**config.mk**
```make
export PLATFORM = sky130hd
export DESIGN_NAME = instruction_fetch_unit_flat
export DESIGN_NICKNAME = d
export VERILOG_FILES = /design/src/rtl/instruction_fetch_unit_pkg.sv /design/src/rtl/instruction_fetch_unit_if.sv /design/src/rtl/instruction_fetch_unit_fetch_queue.sv /design/src/rtl/instruction_fetch_unit.sv /design/src/flat_wrapper.sv
export SDC_FILE = /design/constraint.sdc
export NUM_CORES = 1
export LEC_CHECK = 0
export CAP_MARGIN = 25
export CORE_UTILIZATION = 52
export DETAILED_ROUTE_END_ITERATION = 8
export MAX_ROUTING_LAYER = met4
export PLACE_DENSITY = 0.84
export SLEW_MARGIN = 5
export SYNTH_ARGS = -nofsm -noshare
export SYNTH_HDL_FRONTEND = slang
export SYNTH_SLANG_ARGS = --single-unit
export TNS_END_PERCENT = 30
```
**constraint.sdc**
```tcl
create_clock -name clk -period 5.45 [get_ports clk]
set_input_delay 1.3625 -clock clk [delete_from_list [all_inputs] [get_ports clk]]
set_output_delay 1.3625 -clock clk [all_outputs]
set_load 0.02 [all_outputs]
```
**src/rtl/instruction_fetch_unit_pkg.sv**
```systemverilog
// Shared definitions for the instruction fetch unit.
//   INSTR_W          : instruction word width
//   RESET_PC_DEFAULT : default PC loaded on reset
//   fetch_state_e    : fetch FSM states (S_BOOT, S_RUN, S_DRAIN)
//   queue_entry_t    : one instruction-queue record {instr, pc}
package instruction_fetch_unit_pkg;

   localparam int unsigned INSTR_W          = 32;
   localparam logic [31:0] RESET_PC_DEFAULT = 32'h0000_0000;

   typedef enum logic [1:0] {
      S_BOOT  = 2'd0,
      S_RUN   = 2'd1,
      S_DRAIN = 2'd2
   } fetch_state_e;

   typedef struct packed {
      logic [INSTR_W-1:0] instr;
      logic [31:0]        pc;
   } queue_entry_t;

endpackage

```
**src/rtl/instruction_fetch_unit_if.sv**
```systemverilog
// Bus bundle of the instruction fetch unit: instruction-memory request/response,
// redirect input and the decode-side valid/ready handshake.
//   master : the fetch unit side
//   slave  : memory / branch unit / decoder side
interface instruction_fetch_unit_if;
   import instruction_fetch_unit_pkg::*;

   logic               imem_req_valid;
   logic               imem_req_ready;
   logic [31:0]        imem_req_addr;
   logic               imem_rsp_valid;
   logic [INSTR_W-1:0] imem_rsp_data;
   logic               redirect_valid;
   logic [31:0]        redirect_pc;
   logic               id_valid;
   logic               id_ready;
   logic [INSTR_W-1:0] id_instruction;
   logic [31:0]        id_pc;
   logic [31:0]        id_pc_plus4;

   modport master (
      output imem_req_valid, imem_req_addr,
      input  imem_req_ready, imem_rsp_valid, imem_rsp_data,
      input  redirect_valid, redirect_pc,
      output id_valid, id_instruction, id_pc, id_pc_plus4,
      input  id_ready
   );

   modport slave (
      input  imem_req_valid, imem_req_addr,
      output imem_req_ready, imem_rsp_valid, imem_rsp_data,
      output redirect_valid, redirect_pc,
      input  id_valid, id_instruction, id_pc, id_pc_plus4,
      output id_ready
   );

endinterface

```
**src/rtl/instruction_fetch_unit_fetch_queue.sv**
```systemverilog
// fetch_queue: synchronous in-order FIFO with flush.
//   clk, rst_n : clock, asynchronous active-low reset (storage cleared to 0)
//   push/push_data, pop : enqueue / dequeue (push on full is accepted only with a pop)
//   flush      : empties the queue, takes priority over push/pop
//   head_data  : registered head entry
//   full, empty, count : occupancy status
module fetch_queue #(
   parameter int unsigned DEPTH = 2,
   parameter int unsigned WIDTH = 64
) (
   input  logic                     clk,
   input  logic                     rst_n,
   input  logic                     push,
   input  logic [WIDTH-1:0]         push_data,
   input  logic                     pop,
   input  logic                     flush,
   output logic [WIDTH-1:0]         head_data,
   output logic                     full,
   output logic                     empty,
   output logic [$clog2(DEPTH):0]   count
);

   localparam int unsigned AW = $clog2(DEPTH);
   localparam logic [AW:0] PTR_ONE = (AW + 1)'(1);
   localparam logic [AW:0] DEPTH_W = (AW + 1)'(DEPTH);

   logic [WIDTH-1:0] mem_q [DEPTH];
   // One extra pointer bit distinguishes full from empty.
   logic [AW:0]      wr_ptr_q, rd_ptr_q;
   logic             do_push, do_pop;

   assign count     = wr_ptr_q - rd_ptr_q;
   assign full      = (count == DEPTH_W);
   assign empty     = (count == '0);
   assign do_pop    = pop & ~empty;
   assign do_push   = push & (~full | do_pop);
   assign head_data = mem_q[rd_ptr_q[AW-1:0]];

   always_ff @(posedge clk or negedge rst_n) begin
      if (!rst_n) begin
         wr_ptr_q <= '0;
         rd_ptr_q <= '0;
         for (int unsigned i = 0; i < DEPTH; i++) begin
            mem_q[i] <= '0;
         end
      end else if (flush) begin
         wr_ptr_q <= '0;
         rd_ptr_q <= '0;
      end else begin
         if (do_push) begin
            mem_q[wr_ptr_q[AW-1:0]] <= push_data;
            wr_ptr_q                <= wr_ptr_q + PTR_ONE;
         end
         if (do_pop) begin
            rd_ptr_q <= rd_ptr_q + PTR_ONE;
         end
      end
   end

endmodule

```
**src/rtl/instruction_fetch_unit.sv**
```systemverilog
// instruction_fetch_unit: fetch stage feeding the instruction decoder.
//   clk   : rising-edge clock
//   rst_n : asynchronous active-low reset
//   bus   : master side of instruction_fetch_unit_if
//           imem_req_*  word read requests at the PC
//           imem_rsp_*  in-order read data
//           redirect_*  jump/branch taken, flush and refetch
//           id_*        {instruction, pc, pc+4} to decode with valid/ready
// Requests are credited so that queued words plus in-flight reads never exceed
// QUEUE_DEPTH; a response therefore always finds room in the queue.
module instruction_fetch_unit
   import instruction_fetch_unit_pkg::*;
#(
   parameter logic [31:0] RESET_PC    = RESET_PC_DEFAULT,
   parameter int unsigned QUEUE_DEPTH = 2
) (
   input logic                      clk,
   input logic                      rst_n,
   instruction_fetch_unit_if.master bus
);

   localparam int unsigned CW      = $clog2(QUEUE_DEPTH) + 1;
   localparam logic [CW-1:0] CNT_ONE = CW'(1);
   localparam logic [CW:0]   DEPTH_X = (CW + 1)'(QUEUE_DEPTH);

   fetch_state_e  state_q, state_d;
   logic [31:0]   pc_q, pc_d;
   // PC of the next response that will be kept (oldest non-discarded read).
   logic [31:0]   rsp_pc_q, rsp_pc_d;
   logic [CW-1:0] outstanding_q, outstanding_d;
   logic [CW-1:0] discard_q, discard_d;

   logic          redirect, credit_ok, req_valid, req_fire, rsp_ok;
   logic          q_push, q_pop, q_full, q_empty;
   logic [CW-1:0] q_count;
   queue_entry_t  q_push_data, q_head;

   // Redirects are ignored while booting.
   assign redirect  = bus.redirect_valid & (state_q != S_BOOT);
   assign credit_ok = ~q_full & (({1'b0, q_count} + {1'b0, outstanding_q}) < DEPTH_X);
   assign req_valid = (state_q == S_RUN) & ~redirect & credit_ok;
   assign req_fire  = req_valid & bus.imem_req_ready;
   // A response with nothing outstanding is a protocol error and is ignored.
   assign rsp_ok    = bus.imem_rsp_valid & (outstanding_q != '0);
   assign q_push    = rsp_ok & (discard_q == '0) & ~redirect & (state_q == S_RUN);
   assign q_pop     = bus.id_valid & bus.id_ready;

   assign q_push_data = '{instr: bus.imem_rsp_data, pc: rsp_pc_q};

   fetch_queue #(
      .DEPTH (QUEUE_DEPTH),
      .WIDTH ($bits(queue_entry_t))
   ) u_queue (
      .clk       (clk),
      .rst_n     (rst_n),
      .push      (q_push),
      .push_data (q_push_data),
      .pop       (q_pop),
      .flush     (redirect),
      .head_data (q_head),
      .full      (q_full),
      .empty     (q_empty),
      .count     (q_count)
   );

   always_comb begin
      state_d       = state_q;
      pc_d          = pc_q;
      rsp_pc_d      = rsp_pc_q;
      outstanding_d = outstanding_q;
      discard_d     = discard_q;

      if (req_fire) begin
         pc_d          = pc_q + 32'd4;
         outstanding_d = outstanding_d + CNT_ONE;
      end
      if (rsp_ok) begin
         outstanding_d = outstanding_d - CNT_ONE;
         if (discard_q != '0) begin
            discard_d = discard_q - CNT_ONE;
         end
      end
      if (q_push) begin
         rsp_pc_d = rsp_pc_q + 32'd4;
      end

      case (state_q)
         S_BOOT:  state_d = S_RUN;
         S_RUN:   state_d = S_RUN;
         S_DRAIN: if (discard_d == '0) state_d = S_RUN;
         default: state_d = S_BOOT;
      endcase

      // Everything still in flight after this cycle's accounting is stale.
      if (redirect) begin
         pc_d      = {bus.redirect_pc[31:2], 2'b00};
         rsp_pc_d  = {bus.redirect_pc[31:2], 2'b00};
         discard_d = outstanding_d;
         state_d   = (outstanding_d != '0) ? S_DRAIN : S_RUN;
      end
   end

   always_ff @(posedge clk or negedge rst_n) begin
      if (!rst_n) begin
         state_q       <= S_BOOT;
         pc_q          <= RESET_PC;
         rsp_pc_q      <= RESET_PC;
         outstanding_q <= '0;
         discard_q     <= '0;
      end else begin
         state_q       <= state_d;
         pc_q          <= pc_d;
         rsp_pc_q      <= rsp_pc_d;
         outstanding_q <= outstanding_d;
         discard_q     <= discard_d;
      end
   end

   assign bus.imem_req_valid = req_valid;
   assign bus.imem_req_addr  = pc_q;
   // Redirect masks the head so no transfer happens in a redirect cycle.
   assign bus.id_valid       = ~q_empty & ~bus.redirect_valid;
   assign bus.id_instruction = q_head.instr;
   assign bus.id_pc          = q_head.pc;
   assign bus.id_pc_plus4    = q_head.pc + 32'd4;

endmodule
```
**src/flat_wrapper.sv**
```systemverilog
// flat-port wrapper written by rule: the top's interface ports become plain ports
module instruction_fetch_unit_flat import instruction_fetch_unit_pkg::*;
#(
   parameter logic [31:0] RESET_PC    = RESET_PC_DEFAULT,
   parameter int unsigned QUEUE_DEPTH = 2
)
  (clk, rst_n, bus_imem_req_valid, bus_imem_req_addr, bus_imem_req_ready, bus_imem_rsp_valid, bus_imem_rsp_data, bus_redirect_valid, bus_redirect_pc, bus_id_valid, bus_id_instruction, bus_id_pc, bus_id_pc_plus4, bus_id_ready);
  instruction_fetch_unit_if bus_i ();
  input logic clk;
  input logic rst_n;
  output wire logic [$bits(bus_i.imem_req_valid)-1:0] bus_imem_req_valid;
  output wire logic [$bits(bus_i.imem_req_addr)-1:0] bus_imem_req_addr;
  input wire logic [$bits(bus_i.imem_req_ready)-1:0] bus_imem_req_ready;
  input wire logic [$bits(bus_i.imem_rsp_valid)-1:0] bus_imem_rsp_valid;
  input wire logic [$bits(bus_i.imem_rsp_data)-1:0] bus_imem_rsp_data;
  input wire logic [$bits(bus_i.redirect_valid)-1:0] bus_redirect_valid;
  input wire logic [$bits(bus_i.redirect_pc)-1:0] bus_redirect_pc;
  output wire logic [$bits(bus_i.id_valid)-1:0] bus_id_valid;
  output wire logic [$bits(bus_i.id_instruction)-1:0] bus_id_instruction;
  output wire logic [$bits(bus_i.id_pc)-1:0] bus_id_pc;
  output wire logic [$bits(bus_i.id_pc_plus4)-1:0] bus_id_pc_plus4;
  input wire logic [$bits(bus_i.id_ready)-1:0] bus_id_ready;
  assign bus_imem_req_valid = bus_i.imem_req_valid;
  assign bus_imem_req_addr = bus_i.imem_req_addr;
  assign bus_i.imem_req_ready = bus_imem_req_ready;
  assign bus_i.imem_rsp_valid = bus_imem_rsp_valid;
  assign bus_i.imem_rsp_data = bus_imem_rsp_data;
  assign bus_i.redirect_valid = bus_redirect_valid;
  assign bus_i.redirect_pc = bus_redirect_pc;
  assign bus_id_valid = bus_i.id_valid;
  assign bus_id_instruction = bus_i.id_instruction;
  assign bus_id_pc = bus_i.id_pc;
  assign bus_id_pc_plus4 = bus_i.id_pc_plus4;
  assign bus_i.id_ready = bus_id_ready;
  instruction_fetch_unit #(.RESET_PC(RESET_PC), .QUEUE_DEPTH(QUEUE_DEPTH)) u_core (.clk(clk), .rst_n(rst_n), .bus(bus_i));
endmodule
```
==> out/results.tsv <==
stage	metric	value	unit
global_route	grt.total_usage	25.97	%
cells_and_area	syn_to_final_growth	27.97	%
outcome	status	finished clean	
clocking	path_clk_slew	70	ps
floorplanning	dieArea	0.01961	sq mm
timing	clock-skew-final	13.26	ps
clocking	cts_inserted_buffers	17	
floorplanning	die_w	140.0	um
synth	synth.distinct_cells	55	
timing	slew_viol_final	0	
floorplanning	ios	200	
cells_and_area	num-fill-cells	1328	
cells_and_area	fin_nets	1128	
floorplanning	start_util	52.98	%
drt	dr.first_iter.drc_count	485	
timing	fin_crit	5143	ps
timing	fin_setup_tns	0	ps
synth	synth_edf_count	0	
placed_design	port_buffers	191	
cells_and_area	final_common_cell	dfrtp_1	
synth	syn_inst	872	
pwr	powerDensity	620.2	mW/mm^2
global_route	antenna_found_initial	0	
placed_design	routabilityCongestion	0.8608	
cells_and_area	final_util	67.79	%
global_route	grt_pass1_wl	39040	um
drt	wl_per_cell	18.49	um
timing	slew_headroom	39.47	%
clocking	cts_tree	yes	
drt	wl	24020	um
clocking	holdBufCountCts	0	
cells_and_area	final_cell_mix	dfrtp_1, clkdlybuf4s50_1, mux2_2	
synth	yosysSeqAreaShare	48.99	%
timing	whs	502.5	ps
synth	ys.flop_type	dfrtp_1	
clocking	postCtsSetupBuffers	0	
drt	vias	7553	
setup_path	crit_path_end_kind	output pin	
drt	drc	0	
setup_path	worst_setup_path_start_kind	flop	
global_route	grt-ovfl-total	0	
drt	ant_nets	0	
timing	finalSetupViolations	0	
timing	tightest_slew	901.0	ps
timing	min_period_over_period	94.37	%
timing	rsz0062_at_grt	false	
synth	syn_avg_cell_area	11.36	sq um
clocking	htree_levels	4	
placed_design	dp_hpwl	16690	um
floorplanning	design.core.area	0.01871	sq mm
global_route	grt_pass1_vias	7648	
synth	syn_area	0.009910	sq mm
clocking	clockRootBuffer	clkbuf_16	
drt	first_pass_iters	6	
flow_run	drv_cap	0	
synth	yosys_warnings	0	
clocking	ctsResizeCount	0	
cells_and_area	diodes	0	
synth	async_reset_ff_share	100.0	%
pwr	peakVddDrop	0.3715	mV
cells_and_area	drive_above_1_share	20.56	%
setup_path	worst-path-max-fanout	51	
floorplanning	num_rows	50	
floorplanning	floorplan.die.height	140.0	um
pwr	p_leak	5.218	nW
setup_path	cp.required	4090	ps
clocking	cts.path.max_buffers	2	
setup_path	arrival	3780	ps
global_route	grt_max_degree	81	
drt	via_per_inst	5.814	
clocking	clk_latency	430	ps
setup_path	crit_type	reg -> out	
timing	timing.fmax	194.4	MHz
clocking	clkSinkCount	194	
timing	hold_violations	0	
synth	synth-seq-cells	194	
worst_hold_path	hp-class	reg -> reg	
==> cells by family (layout without fill, tap and decap cells) <==
group                      after synthesis  count (layout)  share of synthesized area [%]
and+or+nand+nor                        231             231                          12.44
DFF                                    194             194                          48.99
muxes                                  184             184                          20.71
AOI/OAI and AO/OA                      102             102                          6.237
xor gates and xnor gates                85              85                          7.664
buffers and inverters                   69             257                          3.093
adders and majority gates                6               6                         0.8333
other                                    1               6                        0.03784
==> worst max-delay path: stages (launching register included) <==
cell	delay, ps
dfrtp_4	840
mux2i_1	300
inv_1	150
ha_1	230
o2111a_1	290
nand4_1	290
a211oi_1	380
xnor2_1	170
clkdlybuf4s50_1	670
==> synthesized netlist by cell type (6+ instances only) <==
cell type	instances	area share [%]
a21oi_1	54	2.7
a31oi_1	6	0.38
and2_1	6	0.38
and3_1	14	0.88
buf_2	14	0.71
buf_4	8	0.61
clkbuf_1	22	0.83
dfrtp_1	194	49
inv_1	23	0.87
mux2_2	168	19
mux2i_1	16	1.6
nand2_1	41	1.6
nand3_1	40	2.0
nand3b_1	8	0.61
nand4_1	27	1.7
nor2_1	40	1.5
nor2b_1	6	0.38
nor3_1	10	0.51
nor4_1	8	0.51
o21ai_0	9	0.45
or4_1	6	0.45
xnor2_1	37	3.3
xor2_1	47	4.2
==> state kept, by name, summed over array words and instances, names as in the netlist <==
| register | count |
|---|---|
| u_core.u_queue.mem_q | 124 |
| u_core.u_queue.wr_ptr_q | 2 |
| u_core.discard_q | 2 |
| u_core.outstanding_q | 2 |
| u_core.rsp_pc_q | 30 |
| u_core.u_queue.rd_ptr_q | 2 |
| u_core.bus.imem_req_addr | 30 |
| u_core.state_q | 2 |
==> final timing paths <==
kind | start | to | slack, ps | cells past startpoint
setup / recovery | u_core.u_queue.rd_ptr_q[0] | bus_id_pc_plus4[24] | 310 | 8
hold / removal | u_core.u_queue.mem_q[93] | u_core.u_queue.mem_q[93] | 500 | 1
setup reg to reg | u_core.u_queue.rd_ptr_q[0] | u_core.bus.imem_req_addr[27] | 1440 | 9
hold reg to reg | u_core.u_queue.mem_q[93] | u_core.u_queue.mem_q[93] | 500 | 1
max in group asynchronous | rst_n | u_core.u_queue.mem_q[14] | 3470 | 3
min in group asynchronous | rst_n | u_core.u_queue.mem_q[43] | 830 | 1
==> area by class of cell <==
| cell class | instances | area [sq um] | area share (%) |
|---|---|---|---|
| sequential | 194 | 4858 | 38.31 |
| multi-input combinational | 614 | 4788 | 37.76 |
| timing repair buffer | 202 | 2041 | 16.09 |
| clock buffer | 17 | 425.4 | 3.355 |
| tap | 234 | 292.8 | 2.309 |
| clock inverter | 15 | 188.9 | 1.490 |
| inverter | 23 | 86.33 | 0.6808 |
==> through the flow <==
stage,setup slack (ps),power [mW],area [sq um],std cells
after floorplan,842.9,4.860,9928,877
after global placement,709.6,6.417,12030,1265
after detailed placement,713.2,6.545,12060,1266
after CTS,242.8,7.885,12670,1298
after global routing,41.97,8.278,12680,1299
final,307.0,7.864,12680,1299
==> report_power, final <==
group	switching, mW	internal, mW
Sequential	0.621	2.06
Clock	0.604	0.700
Combinational	1.93	1.95
Total	3.16	4.71
==> per-layer routing <==
metal,GRT usage (%),part of all wire [%],up-vias
met4,8.676,2.3,0
li1,-,-,3484
met2,41.92,49,273
met3,4.034,4.8,41
met5,-,0,-
met1,33.58,44,3755
(Power assumes the default switching activity.)
